**src/rtl/reg_pkg.sv**
```systemverilog
// -----------------------------------------------------------------------------
// reg_pkg
// Shared constants for the universal register. The core and its bench both use
// these 3-bit mode encodings, so neither side has a private copy to drift.
// No ports.
// -----------------------------------------------------------------------------
package reg_pkg;

    localparam logic [2:0] MODE_HOLD = 3'b000;
    localparam logic [2:0] MODE_LOAD = 3'b001;
    localparam logic [2:0] MODE_SHL  = 3'b010;
    localparam logic [2:0] MODE_SHR  = 3'b011;
    localparam logic [2:0] MODE_ROTL = 3'b100;
    localparam logic [2:0] MODE_ROTR = 3'b101;
    localparam logic [2:0] MODE_INC  = 3'b110;
    localparam logic [2:0] MODE_DEC  = 3'b111;

endpackage

```
**src/rtl/dff_sync_set_reset.sv**
```systemverilog
// -----------------------------------------------------------------------------
// dff_sync_set_reset
// Single-bit D flip-flop with synchronous reset and set. Reset wins over set,
// and set wins over d.
// Ports:
//   clk   - rising-edge clock
//   reset - synchronous active-high clear (q <= 0)
//   set   - synchronous active-high preset (q <= 1)
//   d     - next-state data
//   q     - registered output
// -----------------------------------------------------------------------------
module dff_sync_set_reset (
    input  logic clk,
    input  logic reset,
    input  logic set,
    input  logic d,
    output logic q
);

    always_ff @(posedge clk) begin
        if (reset) begin
            q <= 1'b0;
        end else if (set) begin
            q <= 1'b1;
        end else begin
            q <= d;
        end
    end

endmodule

```
**src/rtl/reg_universal.sv**
```systemverilog
// -----------------------------------------------------------------------------
// reg_universal
// Universal register: hold, parallel load, shift left/right with serial input,
// rotate left/right, and optionally increment/decrement. Every state bit is a
// dff_sync_set_reset cell fed by a combinational next-state mux.
//
// Optional feature: define REG_UNIVERSAL_COUNT_EN to build the count modes
// (110 inc, 111 dec). Without it those modes behave as hold and no adder or
// subtractor exists.
//
// Parameters:
//   WIDTH - register width in bits (2..64)
// Ports:
//   clk   - rising-edge clock
//   reset - synchronous active-high clear of Q and carry (highest priority)
//   set   - synchronous active-high preset of Q to all-ones, clears carry
//   mode  - operation select, encodings in reg_pkg
//   D     - parallel load data
//   sil   - serial input shifted into Q[0] on shift-left
//   sir   - serial input shifted into Q[WIDTH-1] on shift-right
//   Q     - register contents
//   carry - registered shift-out / wrap flag
//   zero  - combinational, high when Q == 0
// -----------------------------------------------------------------------------
module reg_universal
    import reg_pkg::*;
#(
    parameter int WIDTH = 8
) (
    input  logic             clk,
    input  logic             reset,
    input  logic             set,
    input  logic [2:0]       mode,
    input  logic [WIDTH-1:0] D,
    input  logic             sil,
    input  logic             sir,
    output logic [WIDTH-1:0] Q,
    output logic             carry,
    output logic             zero
);

    logic [WIDTH-1:0] next_q;
    logic             next_c;

`ifdef REG_UNIVERSAL_COUNT_EN
    // One extra bit holds the carry-out of the increment and the borrow of
    // the decrement; the low WIDTH bits wrap modulo 2^WIDTH on their own.
    localparam logic [WIDTH:0] ONE_EXT = (WIDTH+1)'(1);
    logic [WIDTH:0] inc_sum;
    logic [WIDTH:0] dec_diff;

    assign inc_sum  = {1'b0, Q} + ONE_EXT;
    assign dec_diff = {1'b0, Q} - ONE_EXT;
`endif

    // Next-state mux. Reset is handled inside the cells; set forces Q via the
    // cell's set pin, so only carry needs explicit clearing here.
    always_comb begin
        next_q = Q;
        next_c = carry;
        case (mode)
            MODE_HOLD: begin
                next_q = Q;
                next_c = carry;
            end
            MODE_LOAD: begin
                next_q = D;
                next_c = 1'b0;
            end
            MODE_SHL: begin
                next_q = {Q[WIDTH-2:0], sil};
                next_c = Q[WIDTH-1];
            end
            MODE_SHR: begin
                next_q = {sir, Q[WIDTH-1:1]};
                next_c = Q[0];
            end
            MODE_ROTL: begin
                next_q = {Q[WIDTH-2:0], Q[WIDTH-1]};
                next_c = Q[WIDTH-1];
            end
            MODE_ROTR: begin
                next_q = {Q[0], Q[WIDTH-1:1]};
                next_c = Q[0];
            end
`ifdef REG_UNIVERSAL_COUNT_EN
            MODE_INC: begin
                next_q = inc_sum[WIDTH-1:0];
                next_c = inc_sum[WIDTH];
            end
            MODE_DEC: begin
                next_q = dec_diff[WIDTH-1:0];
                next_c = dec_diff[WIDTH];
            end
`endif
            default: begin
                next_q = Q;
                next_c = carry;
            end
        endcase
        if (set) begin
            next_c = 1'b0;
        end
    end

    for (genvar i = 0; i < WIDTH; i++) begin : g_bit
        dff_sync_set_reset u_q (
            .clk   (clk),
            .reset (reset),
            .set   (set),
            .d     (next_q[i]),
            .q     (Q[i])
        );
    end

    dff_sync_set_reset u_carry (
        .clk   (clk),
        .reset (reset),
        .set   (1'b0),
        .d     (next_c),
        .q     (carry)
    );

    assign zero = (Q == '0);

endmodule

```
**config.mk**
```make
export PLATFORM = sky130hd
export DESIGN_NAME = reg_universal
export DESIGN_NICKNAME = d
export VERILOG_FILES = /design/src/rtl/reg_pkg.sv /design/src/rtl/dff_sync_set_reset.sv /design/src/rtl/reg_universal.sv
export SDC_FILE = /design/constraint.sdc
export NUM_CORES = 1
export LEC_CHECK = 0
export CORE_UTILIZATION = 40
export DETAILED_ROUTE_END_ITERATION = 12
export GPL_ROUTABILITY_DRIVEN = 0
export PLACE_DENSITY = 0.74
export SLEW_MARGIN = 15
export SYNTH_ARGS = -nofsm -noshare
export SYNTH_HDL_FRONTEND = slang
export SYNTH_SLANG_ARGS = --single-unit
```
**constraint.sdc**
```tcl
create_clock -name clk -period 1.55 [get_ports clk]
set_input_delay 0.31 -clock clk [delete_from_list [all_inputs] [get_ports clk]]
set_output_delay 0.31 -clock clk [all_outputs]
set_load 0.01 [all_outputs]
```
Word level (Yosys, flattened, before mapping)
Cells that the tools add are included.

word-level totals
  register bits = 9
  input port bits = 16
  output and inout bits = 10
  logic and storage cells = 30

cells by class
  eq/ne operators = 5
  muxes and demuxes = 10
  reduce and logical (&&, ||, !) cells = 6

operators with widths
  operator              count
  $pmux W8 S5           1
  $logic_not A8 Y1      1
  $mux W1               8
  $eq A3 B2 Y1 const B  2
  $eq A3 B3 Y1 const B  2
  $reduce_bool A6 Y1    1
  $reduce_or A2 Y1      3
  $eq A3 B1 Y1 const B  1
  $pmux W1 S3           1
  $reduce_bool A3 Y1    1

Logic depth before layout (Yosys ltp)
  depth in word-level cells = 3
  mapped depth = 7

Modules after synthesis
Synthesis repeated with hierarchy kept, for this count alone.

second synthesis, totals
  cells, all modules = 97
  area total of the unflattened synthesis = 835.8 sq um

by module, submodules not included
  module              times used  cells each  area an instance (sq um)  sequential area each (sq um)
  reg_universal       1           79          565.5                     0.0
  dff_sync_set_reset  9           2           30.0                      20.0

Worst setup path before layout
Ideal clock, no wire load.

  kind = input -> register
  start point = in mode[1]
  end point = reg g_bit[7].u_q.q
  arrival time = 1.427 ns
  data required time = 1.415 ns
  slack = -0.012 ns
  cell stages on the path = 7
  cell sequence = buf_4 -> inv_1 -> ha_1 -> or3_1 -> buf_1 -> o31ai_1 -> a221oi_1

between the ends
  longest elaborated chain between the ends = 3
  elaborated cells on any way between the ends = 8
  those cells by class = eq/ne: 5; mux: 2; reduce/logical: 1

ends and longest elaborated chain
  what                                        RTL line                  source
  from (decl)                                 reg_universal.sv:33       input logic [2:0] mode,
  $eq A3 B3 Y1, or another cell as far along  reg_universal.sv:61       case (mode)
  $pmux W8 S5                                 reg_universal.sv:61
  $mux W1                                     dff_sync_set_reset.sv:23  end else if (set) begin
  to (signal assigned)                        dff_sync_set_reset.sv:22  q <= 1'b0;
  to (signal assigned)                        dff_sync_set_reset.sv:24  q <= 1'b1;
  to (signal assigned)                        dff_sync_set_reset.sv:26  q <= d;
  to (decl)                                   dff_sync_set_reset.sv:17  output logic q

Several ways; a longest one is shown, not always the timed one.
A chain may end at the register's enable or synchronous reset.

Worst setup path in the final report
  start point = reg g_bit[6].u_q.q
  end point = out zero

between the ends
  longest elaborated chain between the ends = 1

ends and longest elaborated chain
  what                    RTL line                  source
  from (decl)             dff_sync_set_reset.sv:17
  from (signal assigned)  dff_sync_set_reset.sv:22
  from (signal assigned)  dff_sync_set_reset.sv:24
  from (signal assigned)  dff_sync_set_reset.sv:26
  $logic_not A8 Y1        reg_universal.sv:124      assign zero = (Q == '0);
  to (decl)               reg_universal.sv:39       output logic zero

Every way passes these cells.

==> flow_summary.json <==
{
  "drive_above_1_share_pct": 35.8,
  "cp.required_ns": 1.24,
  "multi_input_area_um2": 515,
  "dp_cells": 141,
  "fin_crit_sh_pct": 105,
  "clockBufferDepth": 2,
  "grt_pass1_vias": 728,
  "met2_length_um": 1070,
  "dpl.hpwl_um": 1590,
  "synth_edf_count": 0,
  "leakage_uw": 0.000490,
  "clk_latency_ns": 0.27,
  "violations": "negative setup slack",
  "drc": 0,
  "seq_area_frac_synth_pct": 23.1,
  "dr.max_layer_used": "met4",
  "grt_pass1_wl_um": 3280,
  "post-route-min-period_ns": 1.63,
  "hold_depth": 2,
  "critPathKind": "reg2out",
  "wl_met1_um": 958,
  "postCtsSetupBuffers": 0,
  "setup_ws_ns": -0.0758,
  "syn_to_final_growth_pct": 48.0,
  "synth_compound_area_share_pct": 18.5,
  "syn-mean-instance-area_um2": 8.96,
  "vias": 806,
  "fill_cells": 136,
  "cts_tree": "yes",
  "cts.clk_slew.worst_paths_ns": 0.07,
  "ys_seq_elements": 9,
  "dr.pass1.iters": 4,
  "cpLargestDelayFamily": "simple AND/OR/NAND/NOR gates",
  "grtUsageTotal_pct": 21.6,
  "worstMarginPinSlew_ns": 0.290,
  "hold_path.class": "reg2reg",
  "critical_path.max_stage_delay_ns": 0.51,
  "fp.dieW_um": 46.1,
  "rsz0062_at_grt": "yes",
  "r2r_cells": 4,
  "synth_cell_type_count": 28,
  "reg2reg_setup_slack_ns": 0.39,
  "die_area_mm2": 0.00213,
  "holdBufCountCts": 0,
  "finalSetupViolCount": 1,
  "port_buffers": 25,
  "fin_skew_ns": 0.00636,
  "synth_xor_area_share_pct": 2.09,
  "post-route-util_pct": 64.7,
  "core_mm2": 0.00178,
  "overflow": 0,
  "critPathArrivalTime_ns": 1.32,
  "netlist_area_um2": 779,
  "holdWs_ns": 0.492,
  "crit_chain": "or4_1 -> nor2_1 -> buf_2",
  "r2r-start": "g_bit[7].u_q.q$_SDFFE_PP0P_",
  "final_area_mm2": 0.00115,
  "outcome": "finished with violations",
  "clockRootBuffer": "clkbuf_4",
  "path_max_fanout": 2,
  "power_density_mw_per_mm2": 673,
  "yosysTopAreaCell": "dfxtp_1",
  "numClockSinks": 9,
  "h-tree-depth": 1,
  "synthCells": 87,
  "layout.cells.non_filler": 145,
  "wirelength_um": 2180,
  "io_pins": 26,
  "synth_top_area_share_pct": 23.1,
  "setup.worst_path.end_class": "primary output",
  "path_buf_inv": 1,
  "muxShareOfSynthArea_pct": 10.1,
  "synth_common_cells": "buf_4, dfxtp_1, a311oi_1",
  "ir_worst_vdd_uv": 392,
  "synthFlopType": "dfxtp_1",
  "wl_met3_um": 122,
  "finalHoldViolations": 0,
  "fin_nets": 139,
  "avgRoutedWirePerCell_um": 15.0,
  "ant_nets": 0,
  "ys.warnings.count": 0,
  "antennaDiodeCount": 0,
  "worstHoldEndpoint": "u_carry.q$_SDFFE_PP0P_",
  "drt_iter0_markers": 14,
  "die_h_um": 46.1,
  "timing.fmax_ghz": 0.615,
  "drv_slew": 0,
  "synth-adder-area-share_pct": 3.21,
  "post_synth_main_area_contributors": "dfxtp_1, mux2_2, buf_4",
  "vias_per_cell": 5.56,
  "startpoint_type": "flip-flop",
  "maxCapViolations": 0,
  "rows": 15,
  "hp-start": "u_carry.q$_SDFFE_PP0P_",
  "seqCellArea_um2": 181,
  "place_area_mm2": 0.00111,
  "initial_utilization_pct": 43.7,
  "r2r_end": "g_bit[0].u_q.q$_SDFFE_PP0P_",
  "synth_top_family_by_area": "simple AND/OR/NAND/NOR gates",
  "slowest_stage": "or4_1",
  "synth-simple-area-share_pct": 28.6,
  "max_slew_margin_pct": 80.6,
  "grt_max_degree": 16,
  "yosysMostFrequentCell": "buf_4",
  "syn-num-nets": 105,
  "numCtsBuffers": 3,
  "postSynth.asyncResetShare_pct": 0,
  "antenna_found_initial": 0
}
-- per-stage QoR --
stage               setup TNS [ns]  setup WS, ns  power [uW]
finish                     -0.0758       -0.0758         776
floorplan                        0        0.0143         450
CTS                        -0.0815       -0.0815         767
detailed placement           -4.06        -0.527         589
global route                -0.101        -0.101         806
global placement             -3.57        -0.420         581
-- cell families after synthesis --
group / Yosys count
mux: 7
fa+ha+maj: 2
flops: 9
compound gates: 16
buf+inv: 18
xor+xnor: 1
simple gates: 34
-- worst register-to-register path, stage by stage (launching register included) --
cell	delay, ns
dfxtp_1	0.32
buf_4	0.15
and4bb_2	0.22
a311oi_2	0.24
a221oi_1	0.10
-- placed cells by master, fill, tap and decap left out, types with 2 or more instances in the layout --
cell and n:
inv_1 4, a311oi_1 7, clkdlybuf4s50_1 14, and4b_1 2, mux2_2 7, nand2_1 7, nor3_1 5, dlygate4sd2_1 9
nor3_2 2, a221oi_1 2, nor2b_1 2, nand3b_1 6, clkbuf_4 3, dfxtp_1 8, and4bb_2 2, or4_1 2
buf_4 17, nor2_1 2
-- sequential cells by signal (all words and copies together), names as in the netlist --
register and count:
u_carry.q 1, g_bit.u_q.q 8
-- worst max path at each step --
stage                                     start                          end  slack (ns)  cells past startpoint
floorplan                               mode[1]  g_bit[7].u_q.q$_SDFFE_PP0P_        0.01                      7
global placement                        mode[1]  g_bit[7].u_q.q$_SDFFE_PP0P_       -0.42                      6
detailed placement                      mode[1]  g_bit[7].u_q.q$_SDFFE_PP0P_       -0.53                      6
CTS                 g_bit[6].u_q.q$_SDFFE_PP0P_                         zero       -0.08                      3
global route        g_bit[6].u_q.q$_SDFFE_PP0P_                         zero       -0.10                      3
finish              g_bit[6].u_q.q$_SDFFE_PP0P_                         zero       -0.08                      3
-- layout make-up --
| class | instances | share of cell area, % |
|---|---|---|
| clock buffer | 4 | 2.28 |
| inverter | 4 | 1.30 |
| multi-input combinational | 60 | 44.7 |
| sequential | 9 | 15.7 |
| tap | 25 | 2.71 |
| timing repair buffer | 43 | 33.3 |
-- metal layers --
layer  vias to the layer above  track usage [%]
met5                         -                0
met4                         0             8.82
met3                         4             2.75
met2                        34             34.6
met1                       382             28.8
li1                        386                -
-- power by group --
part | switching (uW) | internal [uW]
Combinational | 145 | 174
Sequential | 11.2 | 254
Clock | 91.7 | 99.6
Total | 248 | 528
-- timing repair --
item                                    CTS  global route
gates resized for setup                  19             2
pin swaps                                 4             2
hold endpoints to repair                  0             0
endpoints found under the setup margin   16             5
(Power assumes the default switching activity.)
